$ cat config.mk
export PLATFORM = sky130hd
export DESIGN_NAME = traffic_light_monitor
export DESIGN_NICKNAME = d
export VERILOG_FILES = /design/src/rtl/traffic_light_monitor.sv
export SDC_FILE = /design/constraint.sdc
export NUM_CORES = 1
export LEC_CHECK = 0
export CORE_MARGIN = 10
export CORE_UTILIZATION = 52
export DETAILED_ROUTE_END_ITERATION = 16
export PLACE_DENSITY = 0.78
export SYNTH_ARGS = -nofsm -noshare
export SYNTH_HDL_FRONTEND = slang
export SYNTH_SLANG_ARGS = --single-unit
$ cat constraint.sdc
create_clock -name clk -period 4.1 [get_ports clk]
set_input_delay 0.82 -clock clk [delete_from_list [all_inputs] [get_ports clk]]
set_output_delay 0.82 -clock clk [all_outputs]
set_load 0.02 [all_outputs]
$ cat src/rtl/traffic_light_monitor.sv
// ---------------------------------------------------------------------------
// traffic_light_monitor
//
// Receive-side checker for the 2-bit light_color bus driven by the traffic
// light controller. Each enabled cycle the bus is sampled and decoded into a
// registered one-hot go/caution/stop indication. The sample is also checked
// against the legal colour order (RED->GREEN->YELLOW->RED) and against the
// required dwell time of each colour. Completed, timing-checked cycles are
// counted. All outputs change one cycle after the sample that caused them.
//
// Ports
//   clk          in   1   single clock, rising edge
//   reset        in   1   synchronous, active-high
//   enable       in   1   1 = sample light_color this cycle, 0 = hold all state
//   light_color  in   2   00 GREEN, 01 YELLOW, 10 RED, 11 illegal
//   clear_err    in   1   synchronous clear of the sticky error flags
//   go           out  1   last accepted colour is GREEN
//   caution      out  1   last accepted colour is YELLOW
//   stop         out  1   last accepted colour is RED
//   err_seq      out  1   sticky: illegal colour transition seen
//   err_time     out  1   sticky: dwell over- or under-run seen
//   err_code     out  1   sticky: encoding 2'b11 seen
//   err_any      out  1   OR of the three error flags
//   dwell_cnt    out  CW  enabled cycles the current colour has been held
//   cycle_count  out  CW  completed GREEN->YELLOW->RED cycles (wraps)
// ---------------------------------------------------------------------------
module traffic_light_monitor #(
    parameter int GREEN_CYCLES  = 6,
    parameter int YELLOW_CYCLES = 3,
    parameter int RED_CYCLES    = 5,
    parameter int CW            = 16
) (
    input  logic          clk,
    input  logic          reset,
    input  logic          enable,
    input  logic [1:0]    light_color,
    input  logic          clear_err,
    output logic          go,
    output logic          caution,
    output logic          stop,
    output logic          err_seq,
    output logic          err_time,
    output logic          err_code,
    output logic          err_any,
    output logic [CW-1:0] dwell_cnt,
    output logic [CW-1:0] cycle_count
);

    typedef enum logic {
        SYNC,
        TRACK
    } state_t;

    localparam logic [1:0] GREEN   = 2'b00;
    localparam logic [1:0] YELLOW  = 2'b01;
    localparam logic [1:0] RED     = 2'b10;
    localparam logic [1:0] ILLEGAL = 2'b11;

    localparam logic [CW-1:0] GREEN_EXP  = CW'(GREEN_CYCLES);
    localparam logic [CW-1:0] YELLOW_EXP = CW'(YELLOW_CYCLES);
    localparam logic [CW-1:0] RED_EXP    = CW'(RED_CYCLES);
    localparam logic [CW-1:0] DWELL_MAX  = '1;

    // Required dwell for the colour that is being left or held.
    function automatic logic [CW-1:0] expectedDwell(input logic [1:0] color);
        logic [CW-1:0] result;
        case (color)
            GREEN:   result = GREEN_EXP;
            YELLOW:  result = YELLOW_EXP;
            default: result = RED_EXP;
        endcase
        return result;
    endfunction

    // The only three transitions a healthy controller ever makes.
    function automatic logic legalStep(input logic [1:0] fromColor, input logic [1:0] toColor);
        return ((fromColor == RED)    && (toColor == GREEN))  ||
               ((fromColor == GREEN)  && (toColor == YELLOW)) ||
               ((fromColor == YELLOW) && (toColor == RED));
    endfunction

    // One-hot lamp pattern, ordered {go, caution, stop}.
    function automatic logic [2:0] lampOf(input logic [1:0] color);
        logic [2:0] result;
        case (color)
            GREEN:   result = 3'b100;
            YELLOW:  result = 3'b010;
            default: result = 3'b001;
        endcase
        return result;
    endfunction

    state_t        state_q, state_d;
    logic [1:0]    prev_q, prev_d;
    logic [2:0]    lamp_q, lamp_d;
    logic [CW-1:0] dwell_q, dwell_d;
    logic [CW-1:0] cycles_q, cycles_d;
    logic          errSeq_q, errSeq_d;
    logic          errTime_q, errTime_d;
    logic          errCode_q, errCode_d;

    logic          seqEvent;
    logic          timeEvent;
    logic          codeEvent;
    logic [CW-1:0] dwellInc;

    assign dwellInc = (dwell_q == DWELL_MAX) ? dwell_q : dwell_q + 1'b1;

    // Next-state evaluation for one sample. A held colour grows the dwell
    // count and flags an overrun the moment it exceeds the limit, so a
    // transition only has to look for underruns. The illegal code is
    // reported but otherwise leaves the tracking state untouched. Illegal
    // transitions are reported yet still accepted so the checker keeps
    // following whatever the controller is actually showing. The first
    // segment after reset is of unknown length, so SYNC skips the dwell check.
    always_comb begin
        state_d   = state_q;
        prev_d    = prev_q;
        lamp_d    = lamp_q;
        dwell_d   = dwell_q;
        cycles_d  = cycles_q;
        seqEvent  = 1'b0;
        timeEvent = 1'b0;
        codeEvent = 1'b0;

        if (enable) begin
            if (light_color == ILLEGAL) begin
                codeEvent = 1'b1;
            end else if (light_color == prev_q) begin
                dwell_d = dwellInc;
                if ((state_q == TRACK) && (dwellInc > expectedDwell(prev_q))) begin
                    timeEvent = 1'b1;
                end
            end else begin
                if (!legalStep(prev_q, light_color)) begin
                    seqEvent = 1'b1;
                end
                if ((state_q == TRACK) && (dwell_q < expectedDwell(prev_q))) begin
                    timeEvent = 1'b1;
                end
                if ((state_q == TRACK) && (prev_q == YELLOW) && (light_color == RED)) begin
                    cycles_d = cycles_q + 1'b1;
                end
                state_d = TRACK;
                prev_d  = light_color;
                lamp_d  = lampOf(light_color);
                dwell_d = {{(CW-1){1'b0}}, 1'b1};
            end
        end

        errSeq_d  = (errSeq_q  & ~clear_err) | seqEvent;
        errTime_d = (errTime_q & ~clear_err) | timeEvent;
        errCode_d = (errCode_q & ~clear_err) | codeEvent;
    end

    // Single state register for the whole monitor. Reset wins over enable
    // so the checker always comes back to a known RED/SYNC starting point.
    always_ff @(posedge clk) begin
        if (reset) begin
            state_q   <= SYNC;
            prev_q    <= RED;
            lamp_q    <= 3'b001;
            dwell_q   <= '0;
            cycles_q  <= '0;
            errSeq_q  <= 1'b0;
            errTime_q <= 1'b0;
            errCode_q <= 1'b0;
        end else begin
            state_q   <= state_d;
            prev_q    <= prev_d;
            lamp_q    <= lamp_d;
            dwell_q   <= dwell_d;
            cycles_q  <= cycles_d;
            errSeq_q  <= errSeq_d;
            errTime_q <= errTime_d;
            errCode_q <= errCode_d;
        end
    end

    assign go          = lamp_q[2];
    assign caution     = lamp_q[1];
    assign stop        = lamp_q[0];
    assign err_seq     = errSeq_q;
    assign err_time    = errTime_q;
    assign err_code    = errCode_q;
    assign err_any     = errSeq_q | errTime_q | errCode_q;
    assign dwell_cnt   = dwell_q;
    assign cycle_count = cycles_q;

endmodule
==> results.py <==
metrics = {
    "setup_path": {
        "worstSetupEndpointType": "flop",
        "crit_buf_inv": 0,
        "reg2reg_depth": 12,
        "path_class": "reg -> reg",
        "crit_slowest_cell": "or4_1",
        "path_depth": 12,
        "slowest_delay_ps": 770,
        "cp.required_ps": 4300,
        "start_kind": "flop",
        "crit_path_cell_trace": "ha_1 -> nand4_1 -> or4_1 -> nand2_1 -> nand2_1 -> ha_1 -> nor2b_1 -> o21ai_0 -> a32oi_1 -> a2111oi_4 -> o211ai_1 -> o41a_1",
        "worstPathMaxFanout": 10,
        "crit_arrival_ps": 3880,
        "ff2ff_setup_slack_ps": 420,
        "cp_top_family": "simple AND/OR/NAND/NOR gates",
    },
    "floorplan": {
        "floorplan.die_area_um2": 7832,
        "core-area_um2": 4444,
        "start_util_pct": 54.90,
        "row_count": 24,
        "die_x_um": 88.50,
        "die_h_um": 88.50,
        "num_io_pins": 45,
    },
    "yosys": {
        "synth_edf_count": 0,
        "synth_area_per_cell_um2": 8.052,
        "synth_compound_area_share_pct": 18.10,
        "ys_ff_latch": 41,
        "synth.top_cell.area_share_pct": 33.64,
        "ys.flop_type": "dfxtp_1",
        "yosysSeqAreaShare_pct": 33.64,
        "yosys.area_share.adder_pct": 3.590,
        "synth_top_cell_by_area": "dfxtp_1",
        "synthMuxAreaShare_pct": 2.103,
        "synth_top_family_by_area": "simple AND/OR/NAND/NOR gates",
        "synthArstFlopShare_pct": 0,
        "synth-simple-area-share_pct": 29.33,
        "synth_cell_types": 52,
        "synth_xor_area_share_pct": 7.897,
        "ys_warn_count": 0,
        "synth_area_leaders": "dfxtp_1 34%, nor2_1 5.7%, nand2_1 4.2%",
        "syn-instance-count": 303,
        "synth_fp_nets": 316,
        "synth_area_um2": 2440,
    },
    "cts": {
        "cts.sinks": 41,
        "worstSkewPairLatency_ps": 300,
        "cts_htree_levels": 2,
        "cts_root_buffer": "clkbuf_8",
        "cts_buffers": 5,
        "cts_buffer_depth": 2,
        "clkTransAtPathRegs_ps": 90,
        "holdBufCountCts": 0,
        "tritoncts": "done",
        "post_cts_resized": 0,
        "post_cts_buffers": 0,
    },
    "job": {
        "cap_violations": 0,
    },
    "run_status": {
        "outcome": "finished, final reports clean",
    },
    "min_path": {
        "hold_class": "reg -> reg",
        "min_path_cells": 1,
    },
    "power": {
        "clkPwrFrac_pct": 44.1,
        "p_sw_share_pct": 23.41,
        "power_density_nw_per_um2": 298.4,
        "p_seq_share_pct": 45.9,
        "switchingPower_w": 0.0002104,
        "comb_power_share_pct": 10.0,
        "p_leak_nw": 1.107,
        "ir_drop_mv": 0.2321,
        "p_int_w": 0.0006885,
    },
    "sta": {
        "timing.setup.tns_ps": 0,
        "rsz0062_at_grt": "no",
        "hold_viol": 0,
        "worst_pin_slew_ps": 903.4,
        "max_freq_mhz": 271.5,
        "period_needed_ps": 3684,
        "timing.final.crit_share_pct": 89.85,
        "skew_ps": 8.291,
        "finalSetupViolations": 0,
        "fin_hold_ws_ps": 471.1,
        "slew_viol_final": 0,
        "slew-limit-headroom_pct": 39.58,
    },
    "route": {
        "drtIter0Drc": 177,
        "drt_wl_total_um": 6181,
        "drc": 0,
        "wl_per_cell_um": 15.89,
        "first_pass_iters": 5,
        "antenna_left": 0,
        "vias_per_cell": 6.008,
        "vias": 2337,
    },
    "place": {
        "globalplace.congestion": 0.9077,
        "detailed_place_hpwl_um": 4466,
        "place.port_buffers": 44,
    },
    "final_layout": {
        "area_growth_pct": 23.49,
        "antenna_cells": 0,
        "drive_above_1_share_pct": 5.638,
        "nets": 349,
    },
    "global_routing": {
        "grt_pass1_vias": 2113,
        "grt_usage_pct": 15.96,
        "overflow": 0,
        "grt_max_degree": 26,
        "antenna_found_initial": 0,
        "grt_pass1_wl_um": 10070,
    },
}
## area by class of cell
cell class                      instances  area [um2]
Multi-Input combinational cell        233        1489
Fill cell                             373        1431
Sequential cell                        41       820.8
Timing Repair Buffer                   49       478.0
Clock buffer                            5       68.82
Clock inverter                          3       68.82
Tap cell                               52       65.06
Inverter                                6       22.52
## path summary, 6_finish.rpt
kind,from,to
setup / recovery,dwell_cnt[0]$_SDFFE_PP0P_,err_time$_SDFF_PP0_
hold / removal,lamp_q[0]$_SDFFE_PP1P_,lamp_q[0]$_SDFFE_PP1P_
setup reg to reg,dwell_cnt[0]$_SDFFE_PP0P_,err_time$_SDFF_PP0_
hold reg to reg,lamp_q[0]$_SDFFE_PP1P_,lamp_q[0]$_SDFFE_PP1P_
## metal layers
metal,track usage [%],up-vias,routed length (um)
met5,0,-,0
met3,5.423,10,425
met2,25.99,65,2832
met4,5.580,0,97
met1,19.18,1104,2825
li1,-,1158,-
## sequential cells by signal, summed over array words and instances, names as in the netlist
register and count:
cycle_count 16, lamp_q 3, prev_q 2, err_code 1
err_seq 1, dwell_cnt 16, err_time 1, state_q 1
## cell usage after synthesis (3+ instances only)
master,n
dfxtp_1,41
nor2_1,37
nand2_1,27
nand3_1,18
a21oi_1,16
clkbuf_1,15
o21ai_0,12
nand4_1,11
xnor2_1,11
xor2_1,11
and3_1,9
ha_1,7
nor3_1,7
inv_1,6
a311oi_1,5
buf_2,5
nor2b_1,5
a22oi_1,4
mux2i_1,4
nor4_1,4
a21o_1,3
a41oi_1,3
nand2b_1,3
nand3b_1,3
## worst reg2reg max path: stages, from the launching register on
cell and delay (ps):
dfxtp_1 480, ha_1 290, nand4_1 210, or4_1 770
nand2_1 140, nand2_1 80, ha_1 310, nor2b_1 130
o21ai_0 160, a32oi_1 110, a2111oi_4 350, o211ai_1 130
o41a_1 410
## placed cells by master, fill, tap and decap left out, types with 6 or more instances in the layout
cell	n
nand4_1	11
ha_1	7
nand3_1	18
xnor2_1	11
o21ai_0	12
and3_1	9
nand2_1	27
a21oi_1	16
clkdlybuf4s50_1	44
nor3_1	7
xor2_1	11
inv_1	6
dfxtp_1	41
nor2_1	37
## power by group through the flow
stage               Clock (W)  Sequential (W)  Combinational (W)
global placement            0        0.000422          0.0000880
detailed placement          0        0.000422          0.0000894
global route         0.000417        0.000414          0.0000998
finish               0.000396        0.000413          0.0000898
CTS                  0.000403        0.000413          0.0000901
floorplan                   0        0.000423          0.0000568
## metrics by stage
step | setup slack (ps) | std cells | util, % | total power [W] | instance area, um2
finish | 416.2 | 389 | 67.79 | 0.0008989 | 3013
floorplan | 713.1 | 303 | - | 0.0004802 | 2440
CTS | 425.5 | 389 | 67.79 | 0.0009058 | 3013
detailed placement | 446.3 | 381 | 64.70 | 0.0005114 | 2875
global route | 230.7 | 389 | 67.79 | 0.0009307 | 3013
global placement | 617.8 | 381 | 64.70 | 0.0005096 | 2875
## kinds of logic (layout without fill, tap and decap cells)
| family | count (synthesis) | after routing |
|---|---|---|
| buf+inv | 29 | 63 |
| simple gates | 137 | 137 |
| compound gates | 62 | 62 |
| fa+ha+maj | 7 | 7 |
| mux | 5 | 5 |
| xor+xnor | 22 | 22 |
| flops | 41 | 41 |
No activity file was read; power rests on OpenSTA's default activity.
